$ cat config.mk
export PLATFORM = sky130hd
export DESIGN_NAME = encrypt_host_frontend
export DESIGN_NICKNAME = d
export VERILOG_FILES = /design/src/rtl/encrypt_host_frontend_pkg.sv /design/src/rtl/encrypt_host_frontend_fifo.sv /design/src/rtl/encrypt_host_frontend.sv
export SDC_FILE = /design/constraint.sdc
export NUM_CORES = 1
export LEC_CHECK = 0
export ABC_CLOCK_PERIOD_IN_PS = 8000
export CAP_MARGIN = 20
export CORE_MARGIN = 2
export CORE_UTILIZATION = 59
export DETAILED_ROUTE_END_ITERATION = 16
export PLACE_DENSITY = 0.9
export SLEW_MARGIN = 5
export SYNTH_ARGS = -nofsm -noshare
export SYNTH_HDL_FRONTEND = slang
export SYNTH_HIERARCHICAL = 1
export SYNTH_SLANG_ARGS = --single-unit
$ cat constraint.sdc
create_clock -name clk -period 8 [get_ports clk]
set_input_delay 2.4 -clock clk [delete_from_list [all_inputs] [get_ports clk]]
set_output_delay 2.4 -clock clk [all_outputs]
set_load 0.05 [all_outputs]
$ cat src/rtl/encrypt_host_frontend_pkg.sv
// Shared configuration package for the encrypt system: frontend FSM states
// and default FIFO depth.
package encrypt_config;

    localparam int unsigned FRONTEND_FIFO_DEPTH = 8;

    typedef enum logic [1:0] {
        IDLE,
        CFG_COLLECT,
        CFG_DRAIN,
        CFG_WRITE
    } fe_state_t;

endpackage

$ cat src/rtl/encrypt_host_frontend_fifo.sv
// Byte FIFO for the host frontend; head byte is read combinationally so the
// parent can register it on pop.
module frontend_fifo #(
    parameter int unsigned DEPTH = 8
) (
    input  logic                     clk,
    input  logic                     rst,
    input  logic                     push,
    input  logic                     pop,
    input  logic [7:0]               din,
    output logic [7:0]               dout,
    output logic [$clog2(DEPTH):0]   level,
    output logic                     full,
    output logic                     empty
);

    localparam int unsigned AW = $clog2(DEPTH);
    localparam logic [AW:0] ONE     = 1;
    localparam logic [AW:0] DEPTH_L = DEPTH[AW:0];

    // Pointers carry one extra wrap bit so full and empty are distinguishable.
    logic [AW:0] wr_ptr;
    logic [AW:0] rd_ptr;
    logic [7:0]  mem [DEPTH];

    always_ff @(posedge clk or negedge rst) begin
        if (!rst) begin
            wr_ptr <= '0;
            rd_ptr <= '0;
        end else begin
            if (push && !full)
                wr_ptr <= wr_ptr + ONE;
            if (pop && !empty)
                rd_ptr <= rd_ptr + ONE;
        end
    end

    always_ff @(posedge clk) begin
        if (push && !full)
            mem[wr_ptr[AW-1:0]] <= din;
    end

    assign dout  = mem[rd_ptr[AW-1:0]];
    assign level = wr_ptr - rd_ptr;
    assign full  = (level == DEPTH_L);
    assign empty = (level == '0);

endmodule

$ cat src/rtl/encrypt_host_frontend.sv
// Host byte-stream frontend: splits host bytes into FIFO-buffered plaintext
// and 32-bit config words, never letting a config write overtake earlier data.
module encrypt_host_frontend
    import encrypt_config::*;
#(
    parameter int unsigned FIFO_DEPTH = FRONTEND_FIFO_DEPTH
) (
    input  logic                          clk,
    input  logic                          rst,
    input  logic                          host_valid,
    input  logic                          host_cmd,
    input  logic [7:0]                    host_byte,
    output logic                          host_ready,
    input  logic                          stall,
    output logic                          enable,
    output logic [7:0]                    data_in_encrypt,
    output logic                          cfg_wen,
    output logic [31:0]                   cfg_data_in,
    output logic [$clog2(FIFO_DEPTH):0]   fifo_level
);

    fe_state_t  state;
    logic [1:0] byte_cnt;
    logic       ready_int;
    logic       accept;
    logic       push;
    logic       pop;
    logic [7:0] fifo_dout;
    logic       fifo_full;
    logic       fifo_empty;

    always_comb begin
        ready_int = 1'b0;
        case (state)
            IDLE:        ready_int = !fifo_full;
            CFG_COLLECT: ready_int = 1'b1;
            default:     ready_int = 1'b0;
        endcase
    end

    // Gated by rst so the host sees not-ready for the whole reset window.
    assign host_ready = rst && ready_int;
    assign accept     = host_valid && host_ready;
    assign push       = accept && (state == IDLE) && !host_cmd;
    assign pop        = !fifo_empty && !stall;

    frontend_fifo #(
        .DEPTH (FIFO_DEPTH)
    ) u_fifo (
        .clk   (clk),
        .rst   (rst),
        .push  (push),
        .pop   (pop),
        .din   (host_byte),
        .dout  (fifo_dout),
        .level (fifo_level),
        .full  (fifo_full),
        .empty (fifo_empty)
    );

    always_ff @(posedge clk or negedge rst) begin
        if (!rst) begin
            state           <= IDLE;
            byte_cnt        <= '0;
            enable          <= 1'b0;
            data_in_encrypt <= '0;
            cfg_wen         <= 1'b0;
            cfg_data_in     <= '0;
        end else begin
            enable  <= pop;
            if (pop)
                data_in_encrypt <= fifo_dout;
            cfg_wen <= 1'b0;
            case (state)
                IDLE: begin
                    if (accept && host_cmd) begin
                        cfg_data_in[31:24] <= host_byte;
                        byte_cnt           <= 2'd1;
                        state              <= CFG_COLLECT;
                    end
                end
                CFG_COLLECT: begin
                    if (accept) begin
                        case (byte_cnt)
                            2'd1:    cfg_data_in[23:16] <= host_byte;
                            2'd2:    cfg_data_in[15:8]  <= host_byte;
                            default: cfg_data_in[7:0]   <= host_byte;
                        endcase
                        byte_cnt <= byte_cnt + 2'd1;
                        if (byte_cnt == 2'd3)
                            state <= CFG_DRAIN;
                    end
                end
                CFG_DRAIN: begin
                    // Empty FIFO implies no pop, so enable is low during the write.
                    if (fifo_empty && !pop) begin
                        state   <= CFG_WRITE;
                        cfg_wen <= 1'b1;
                    end
                end
                CFG_WRITE: begin
                    state    <= IDLE;
                    byte_cnt <= '0;
                end
                default: state <= IDLE;
            endcase
        end
    end

endmodule

==> results_dict.tcl <==
set metrics [dict create \
    status "finished, final reports clean" \
    maxSlewHeadroom_pct 44.52 \
    initial_core_util_pct 60.39 \
    fin_area_sq_um 6294 \
    rows 33 \
    cp_max_fo 20 \
    swShare_pct 39.66 \
    dp_cells 465 \
    io_pins 60 \
    met1_length_mm 4.079 \
    worstMarginPinSlew_ns 0.8322 \
    routed-wl-met3_um 719 \
    p_clk_share_pct 26.5 \
    area_growth_pct 27.47 \
    cp-start-kind "flop" \
    yosysUniqueCellTypes 45 \
    routed_wl_mm 10.46 \
    numPortBuffers 59 \
    post-route-drc-count 0 \
    vias 2915 \
    routed_via_density 5.853 \
    drt_iter0_drc 261 \
    leakage_nw 2.515 \
    die_x_um 95.48 \
    grt_pass1_vias 3086 \
    cp_slowest_cell "dfrtp_1" \
    drive_above_1_share_pct 27.99 \
    p_int_mw 1.756 \
    report.final.setup_viol 0 \
    grt.overflow.total 0 \
    grt_pass1_wl_mm 16.74 \
    cts_buffers 17 \
    syn_nets 328 \
    hold_ws_ns 0.5040 \
    clockRootBuffer "clkbuf_8" \
    clk_latency_ns 0.51 \
    tns_ns 0 \
    powerDensity_nw_per_um2 462.3 \
    min_period_ns 6.373 \
    core-area_sq_um 8175 \
    critPathKind "flop to output pin" \
    ys_seq_area_share_pct 66.29 \
    synth-async-reset-ratio_pct 45.76 \
    netlist_area_sq_um 4937 \
    crit_arrival_ns 3.97 \
    path_clk_slew_ns 0.06 \
    grt.total_usage_pct 25.74 \
    grt_start_max_net_pins 58 \
    avgSynthCellArea_sq_um 16.35 \
    postSynthCellCount 302 \
    slew_viol_final 0 \
    ctsHoldBuffers 0 \
    seq_power_share_pct 29.9 \
    wl_per_cell_um 21.00 \
    gp_congestion 0.8292 \
    rsz0062_at_grt "no" \
    synth_edf_count 64 \
    dp_hpwl_mm 6.202 \
    path_cells "inv_1, fa_1, xor2_1, or3_1, a21oi_4, nand2b_1, a21boi_0, clkdlybuf4s50_1" \
    clockBufferDepth 2 \
    yosys_warnings 6 \
    comb_power_share_pct 43.6 \
    hold_viol 0 \
    cap_violations 0 \
    switching_power_mw 1.154 \
    fin_skew_ns 0.009677 \
    synth_ff_type "edfxtp_1" \
    max_freq_mhz 156.9 \
    slowest_delay_ns 0.88 \
    antenna_found_initial 0 \
    dieArea_sq_um 9115 \
    finalNonFillerCells 498 \
    critPathCaptureType "output pin" \
    fin_crit_sh_pct 79.66 \
    ant_nets 0 \
    diodes 0 \
    post_dp_cell_area_sq_um 5664 \
    die_h_um 95.48 \
    hold_class "flop to flop" \
    fin_nets 406 \
    seqCellArea_sq_um 3273 \
    cts.sinks 118 \
    first_pass_iters 5 \
    post-cts-setup-buffers 0 \
    ir_drop_mv 0.3133 \
    cts_tree "yes" \
    highest_layer "met4" \
    multi_input_area_sq_um 1565 \
    post_cts_resized 0 \
    htreeDepth 4 \
    synth_seq_cells 118 \
    fill_cells 428 \
    wl_met2_mm 5.577 \
    crit_required_ns 5.60 \
]
## Yosys cell counts, types with 4 or more instances
library cell | count | area (sq um)
buf_2 | 4 | 20.02
clkbuf_1 | 4 | 15.01
dfrtp_1 | 54 | 1351
edfxtp_1 | 64 | 1922
ha_1 | 12 | 150.1
inv_1 | 12 | 45.04
mux2_2 | 40 | 450.4
mux4_2 | 16 | 360.4
nand2_1 | 27 | 101.4
nor2_1 | 6 | 22.52
nor3_1 | 5 | 25.02
nor4_1 | 6 | 37.54
o31ai_1 | 4 | 30.03
xnor2_1 | 5 | 43.79
## cells in the final DEF, fill, tap and decap left out, drive strengths merged, types with 6 or more instances in the layout
cell	n
buf	9
clkbuf	25
clkdlybuf4s50	58
dfrtp	54
edfxtp	64
ha	12
inv	15
mux2	43
mux4	16
nand2	30
nor2	7
nor3	6
nor4	6
## through the flow
| step | setup slack (ns) | total power [mW] | utilization, % |
|---|---|---|---|
| 4_1_cts | 1.622 | 2.922 | 76.89 |
| 5_1_grt | 1.393 | 3.033 | 76.98 |
| 3_5_place_dp | 2.049 | 2.120 | 69.28 |
| 6_report | 1.627 | 2.910 | 76.98 |
| 3_3_place_gp | 2.081 | 2.076 | 69.28 |
| 2_1_floorplan | 1.519 | 1.757 | - |
## state kept, by name, indices dropped and copies added (netlist names)
register         cells
cfg_data_in         32
data_in_encrypt      8
cfg_wen              1
u_fifo/wr_ptr        4
u_fifo/rd_ptr        4
state                2
enable               1
u_fifo/mem          64
byte_cnt             2
## power groups by stage
| stage | Clock [mW] | Sequential, mW | Combinational (mW) |
|---|---|---|---|
| 2_1_floorplan | 0 | 1.16 | 0.593 |
| 3_3_place_gp | 0 | 0.866 | 1.21 |
| 3_5_place_dp | 0 | 0.875 | 1.24 |
| 4_1_cts | 0.781 | 0.869 | 1.27 |
| 5_1_grt | 0.812 | 0.885 | 1.34 |
| 6_report | 0.772 | 0.870 | 1.27 |
## layer usage
layer  global-route usage, %  vias to the layer above
li1                        -                     1293
met1                   30.58                     1498
met2                   44.19                      115
met3                   9.802                        9
met4                   7.024                        0
met5                       0                        -
## logic make-up after synthesis
group | Yosys count | synth area share (%)
adder cells (fa/ha/maj) | 13 | 3.446
multiplexers | 60 | 17.38
flip-flops | 118 | 66.29
XOR/XNOR | 8 | 1.419
AO/OA/AOI/OAI | 17 | 2.534
buffers and inverters | 22 | 2.002
AND/OR/NAND/NOR | 64 | 6.919
## path summary, 6_finish.rpt
kind	start	endpoint	slack (ns)	depth (start not counted)
max in group asynchronous	rst	cfg_data_in[9]$_DFFE_PN0P_	5.50	2
setup reg to reg	u_fifo/rd_ptr[1]$_DFFE_PN0P_	u_fifo/mem[7][2]$_DFFE_PP_	3.72	10
min in group asynchronous	rst	cfg_wen$_DFF_PN0_	2.04	2
hold / removal	data_in_encrypt[1]$_DFFE_PN0P_	data_in_encrypt[1]$_DFFE_PN0P_	0.50	1
setup / recovery	u_fifo/rd_ptr[1]$_DFFE_PN0P_	host_ready	1.63	8
hold reg to reg	data_in_encrypt[1]$_DFFE_PN0P_	data_in_encrypt[1]$_DFFE_PN0P_	0.50	1
## final cells by class
| class | count | share of cell area [%] |
|---|---|---|
| flip-flops and latches | 118 | 52.01 |
| multi-input cells | 162 | 24.87 |
| repair buffers | 68 | 10.38 |
| clock buffers | 24 | 8.688 |
| well taps | 105 | 2.087 |
| clock inverters | 8 | 1.193 |
| inverters | 13 | 0.7753 |
## worst max-delay path, delay by kind of cell (launching register included)
| family | cells | cell delay, ns |
|---|---|---|
| AO/OA/AOI/OAI | 2 | 0.31 |
| XOR/XNOR | 1 | 0.26 |
| adder cells (fa/ha/maj) | 1 | 0.46 |
| buffers and inverters | 2 | 1.05 |
| flip-flops | 1 | 0.88 |
| AND/OR/NAND/NOR | 2 | 0.49 |
(Power assumes the default switching activity.)
